$ cat src/rtl/prog_delay_line.sv
// Runtime-programmable multi-channel sample delay line built on a circular buffer.
// Optional half-delay tap output enabled by defining PDL_MID_TAP_EN.
module prog_delay_line #(
    parameter int WIDTH         = 16,
    parameter int CHANNELS      = 1,
    parameter int MAX_DEPTH     = 64,
    parameter int DEFAULT_DELAY = 31,
    localparam int DW           = $clog2(MAX_DEPTH + 1)
) (
    input  logic                      clk,
    input  logic                      rst,
    input  logic [CHANNELS*WIDTH-1:0] din,
    input  logic                      valid_in,
    input  logic [DW-1:0]             delay_in,
    input  logic                      delay_load,
    output logic [CHANNELS*WIDTH-1:0] dout,
    output logic                      valid_out,
    output logic [CHANNELS*WIDTH-1:0] dout_mid,
    output logic [DW-1:0]             delay_cur,
    output logic                      primed,
    output logic                      delay_err
);

    localparam int            AW    = $clog2(MAX_DEPTH);
    localparam int            CW    = CHANNELS * WIDTH;
    localparam logic [DW-1:0] MAX_D = DW'(MAX_DEPTH);

    logic [CW-1:0] mem [0:MAX_DEPTH-1];
    logic [AW-1:0] wp;
    logic [DW-1:0] fill;
    logic [CW-1:0] tap_full;
    logic          hit;

    // Slot holding the sample written d valid cycles ago; d ranges 0..MAX_DEPTH.
    function automatic logic [AW-1:0] tap_addr(input logic [AW-1:0] w, input logic [DW-1:0] d);
        logic [DW:0] w_ext;
        logic [DW:0] sum;
        w_ext = (DW + 1)'(w);
        if (w_ext >= {1'b0, d})
            sum = w_ext - {1'b0, d};
        else
            sum = w_ext + (DW + 1)'(MAX_DEPTH) - {1'b0, d};
        return sum[AW-1:0];
    endfunction

    assign hit      = (fill >= delay_cur);
    assign primed   = hit;
    assign tap_full = (delay_cur == '0) ? din : mem[tap_addr(wp, delay_cur)];

    // NOTE: the buffer has no reset so it can map onto RAM; reads are only used once fill covers them.
    always_ff @(posedge clk) begin
        if (valid_in)
            mem[wp] <= din;
    end

    // NOTE: non-blocking updates make the tap read above see the old slot contents (read-before-write).
    always_ff @(posedge clk) begin
        if (rst) begin
            wp        <= '0;
            fill      <= '0;
            delay_cur <= DW'(DEFAULT_DELAY);
            delay_err <= 1'b0;
            valid_out <= 1'b0;
            dout      <= '0;
        end else begin
            if (valid_in) begin
                if (wp == AW'(MAX_DEPTH - 1))
                    wp <= '0;
                else
                    wp <= wp + AW'(1);
            end

            // A new delay re-primes the line even if this cycle also carries a sample.
            if (delay_load)
                fill <= '0;
            else if (valid_in && fill != MAX_D)
                fill <= fill + DW'(1);

            if (delay_load)
                delay_cur <= (delay_in > MAX_D) ? MAX_D : delay_in;
            delay_err <= delay_load && (delay_in > MAX_D);

            valid_out <= valid_in && hit;
            if (valid_in)
                dout <= hit ? tap_full : '0;
        end
    end

`ifdef PDL_MID_TAP_EN
    logic [DW-1:0] half_delay;
    logic [CW-1:0] tap_mid;

    assign half_delay = delay_cur >> 1;
    assign tap_mid    = (half_delay == '0) ? din : mem[tap_addr(wp, half_delay)];

    always_ff @(posedge clk) begin
        if (rst)
            dout_mid <= '0;
        else if (valid_in)
            dout_mid <= hit ? tap_mid : '0;
    end
`else
    assign dout_mid = '0;
`endif

endmodule

$ cat config.mk
export PLATFORM = sky130hd
export DESIGN_NAME = prog_delay_line
export DESIGN_NICKNAME = d
export VERILOG_FILES = /design/src/rtl/prog_delay_line.sv
export SDC_FILE = /design/constraint.sdc
export NUM_CORES = 1
export LEC_CHECK = 0
export CELL_PAD_IN_SITES_DETAIL_PLACEMENT = 0
export CELL_PAD_IN_SITES_GLOBAL_PLACEMENT = 1
export CORE_MARGIN = 2
export CORE_UTILIZATION = 59
export DETAILED_ROUTE_END_ITERATION = 10
export HOLD_SLACK_MARGIN = 0.02
export PLACE_DENSITY_LB_ADDON = 0.1
export SETUP_SLACK_MARGIN = 0.4
export SLEW_MARGIN = 40
export SYNTH_ARGS = -nofsm -noshare
export SYNTH_HDL_FRONTEND = slang
export SYNTH_SLANG_ARGS = --single-unit
export TNS_END_PERCENT = 10
$ cat constraint.sdc
create_clock -name clk -period 4.45 [get_ports clk]
set_input_delay 0.445 -clock clk [delete_from_list [all_inputs] [get_ports clk]]
set_output_delay 0.445 -clock clk [all_outputs]
set_load 0.01 [all_outputs]
==> summary.txt, run 1 <==
Die
  • Starting Density: slightly below 60%
  • Die width: between 200 and 300 µm
  • Die area: just over 70,000 µm²
  • I/O pin total: roughly 70
  • Cell Rows: 97
  • DIE HEIGHT: around 270 µm
  • Core area: roughly 70,000 µm²

Timing
  • Worst slew pin tran: 0.850 ns
  • Final setup fails: 0
  • Fin. Hold Viols: 0
  • Setup ws final: around 0.47 ns
  • TNS Setup: 0 ns
  • Fin. max-slew vios: 0
  • Max Clk Rate: around 250 MHz
  • Setup Skew: about 0.021 ns
  • Min Clock Period, post-route: 3.98 ns
  • Unrepaired setup endpoints after global routing: true
  • Final period util: ~90%
  • Rel. slew slack: between 40% and 50%

Power and ir drop
  • Seq pwr share: 48.3%
  • Pleak: ~15 nW
  • Maximum VDD drop: around 400 µV
  • Cell Pwr Density: 484 nW/µm²
  • Cell internal pwr: 17.3 mW
  • Comb power frac: approximately 14%
  • Clock share of power: between 30% and 40%
  • Switching part of the total: 24.1%
  • P_sw: between 5 and 6 mW

Drt
  • Drt initial violations: 2,968
  • Pre-Repair DR Iteration Count: 7
  • Vias per inst: ~6.5
  • Number of remaining DRC errors: 0
  • Routed len/inst: approximately 32 µm
  • Routed Antenna Nets: 0
  • Final wirelength: between 100 and 150 mm
  • Vias after detailed routing: around 21,000

Yosys
  • Sequential-to-total area share from yosys stat: 76.2%
  • Post-synth EDFFs: 1,024
  • Synthesis-stage register bit count: between 1,000 and 1,500
  • Yosys warning count: 0
  • Synth top area share: between 70% and 80%
  • Top_reg_cell synth: edfxtp_1
  • Post-Synthesis Mean Instance Area: between 15 and 20 µm²
  • Cells after synthesis: 2,070
  • Ys async rst share: 0%
  • Main area contributors after synthesis: edfxtp_1 (74%), mux4_2 (14%), nand2_1 (2.0%)
  • Post-Syn Area: roughly 41,000 µm²
  • Top cells by count, synth: edfxtp_1 (1,024), mux4_2 (258), nand2_1 (224), nor2_1 (77), nand3_1 (74)
  • Synth area leader: edfxtp_1
  • Unique masters post-synth: slightly below 50
  • Most frequent cell after synthesis: edfxtp_1

Critical path
  • Crit path max fanout: 32
  • Crit path launch type: flip-flop
  • Worst path arrival time: around 4.5 ns
  • Worst Path Required: ~5 ns
  • CP Capture Type: flip-flop
  • Critical path type: flip-flop to flip-flop

Clocking
  • CTS sink cnt: about 1,100
  • Worst-skew pair later-pin latency: approximately 0.67 ns
  • CTS Root Buffer Type: clkbuf_16
  • CTS tree: built
  • CTS max path bufs: 3
  • Clk pin slew, worst setup/hold paths: around 0.06 ns
  • H-Tree Level Count: 3
  • Cts hold-fix bufs: 0
  • Cts bufs inserted: about 100

Global route
  • Aggregate global routing overflow: 0
  • GRT Total Usage: between 20% and 30%
  • Pin count of the biggest net entering global routing: between 70 and 80
  • Number of global-route vias before repair: ~21,000
  • First-pass GRT wire length: about 150 mm
  • Initial antenna violation count: 2

Placed design
  • Dpl hpwl: roughly 65 mm
  • # port buffers: 52
  • Placement Setup Slack: around 0.27 ns
  • GP Congestion: just under 0.9

Finish
  • Layout Nets: around 2,300
  • Share of layout cells above drive strength 1: roughly a quarter
  • Ant diodes: 0
  • Area grow syn2layout: 13.9%

Run status
  • Status: complete, no violations

Run
  • Max-Cap Viols: 0

Min path
  • Hold Path Class: primary input to flip-flop
-- power by group through the flow --
stage          clock network, mW  logic, mW  registers [mW]
6_report                    8.56       3.23            11.0
2_1_floorplan                  0       2.10            11.2
4_1_cts                     8.67       3.24            11.0
3_3_place_gp                   0       3.20            11.2
5_1_grt                     9.03       3.43            11.0
3_5_place_dp                   0       3.22            11.2
-- cell families after synthesis --
logic type	Yosys count	synth area share (%)
and+or+nand+nor	419	4.31
xor gates and xnor gates	16	0.393
AOI/OAI and AO/OA	123	2.03
buffers and inverters	141	1.74
adders and majority gates	16	0.502
muxes	292	14.9
DFF	1062	76.2
other	1	0.00906
-- critical path, cell delays in order, from the launching register on --
cell and delay [ns]:
dfxtp_1 0.46, ha_4 0.18, inv_1 0.05, fa_4 0.96, buf_16 0.31, buf_4 0.24
mux4_2 0.52, mux2i_2 0.34, a32oi_1 0.27, a31oi_2 0.38, o31ai_1 0.10
-- metrics by stage --
stage                     cell area (µm²)  hold slack, ns  std cells  util (%)  power, mW
after CTS                           47000           0.288       3275      67.4       22.9
after global routing                47100           0.179       3277      67.5       23.5
after floorplan                     41400           0.475       2085         -       13.3
after detailed placement            43700           0.498       3084      62.6       14.4
after global placement              43700           0.497       3084      62.6       14.4
final                               47100           0.181       3277      67.5       22.8
-- timing repair --
action                                  4_1_cts  5_1_grt
buffers inserted                              0        0
endpoints found under the setup margin        3        9
gates cloned                                  0        0
gates resized for setup                       2        8
pin swaps                                     0        1
-- placed cells by master (no fill, tap or decap), types with 20 or more instances in the layout --
cell             synthesis  routed
a31oi_1                 31      26
a32oi_1                 30      29
buf_4                   40     127
clkbuf_1                65      21
clkbuf_16                0     105
clkdlybuf4s50_1          0      36
clkinv_1                 0      20
dfxtp_1                 38      38
edfxtp_1              1024    1024
mux2i_1                 34      32
mux4_2                 258     258
nand2_1                224     224
nand3_1                 74      74
nor2_1                  77      76
o21ai_0                 22      22
-- path summary, 6_finish.rpt --
path / start / to / slack, ns / cells past startpoint
setup / recovery: delay_cur[0] / dout[3] / 0.47 / 10
hold reg to reg: dout[12] / dout[12] / 0.50 / 2
setup reg to reg: delay_cur[0] / dout[3] / 0.47 / 10
hold / removal: din[9] / mem[10][9] / 0.18 / 1
-- routing by layer --
layer | track usage (%) | share of wire (%)
met1 | 46.0 | 41
met2 | 45.5 | 47
met3 | 5.44 | 10
met4 | 7.79 | 2.2
met5 | 0 | 0
-- registers in the layout, summed over array words and instances (netlist names) --
register,cells
dout,16
mem,1024
valid_out,1
wp,6
fill,7
delay_cur,7
delay_err,1
-- layout make-up --
type / instances / area, µm²
Tap cell: 940 / 1180
Clock inverter: 58 / 520
Clock buffer: 133 / 2800
Timing Repair Buffer: 190 / 1710
Multi-Input combinational cell: 882 / 9350
Sequential cell: 1062 / 31500
Inverter: 12 / 45.0
Fill cell: 4480 / 22700
(Power assumes the default switching activity.)
==> run 2: changes to the inputs <==
CAP_MARGIN = 5   (was unset)
==> results of run 2 <==
Final layout, timing and power as in run 1 (identical DEF).
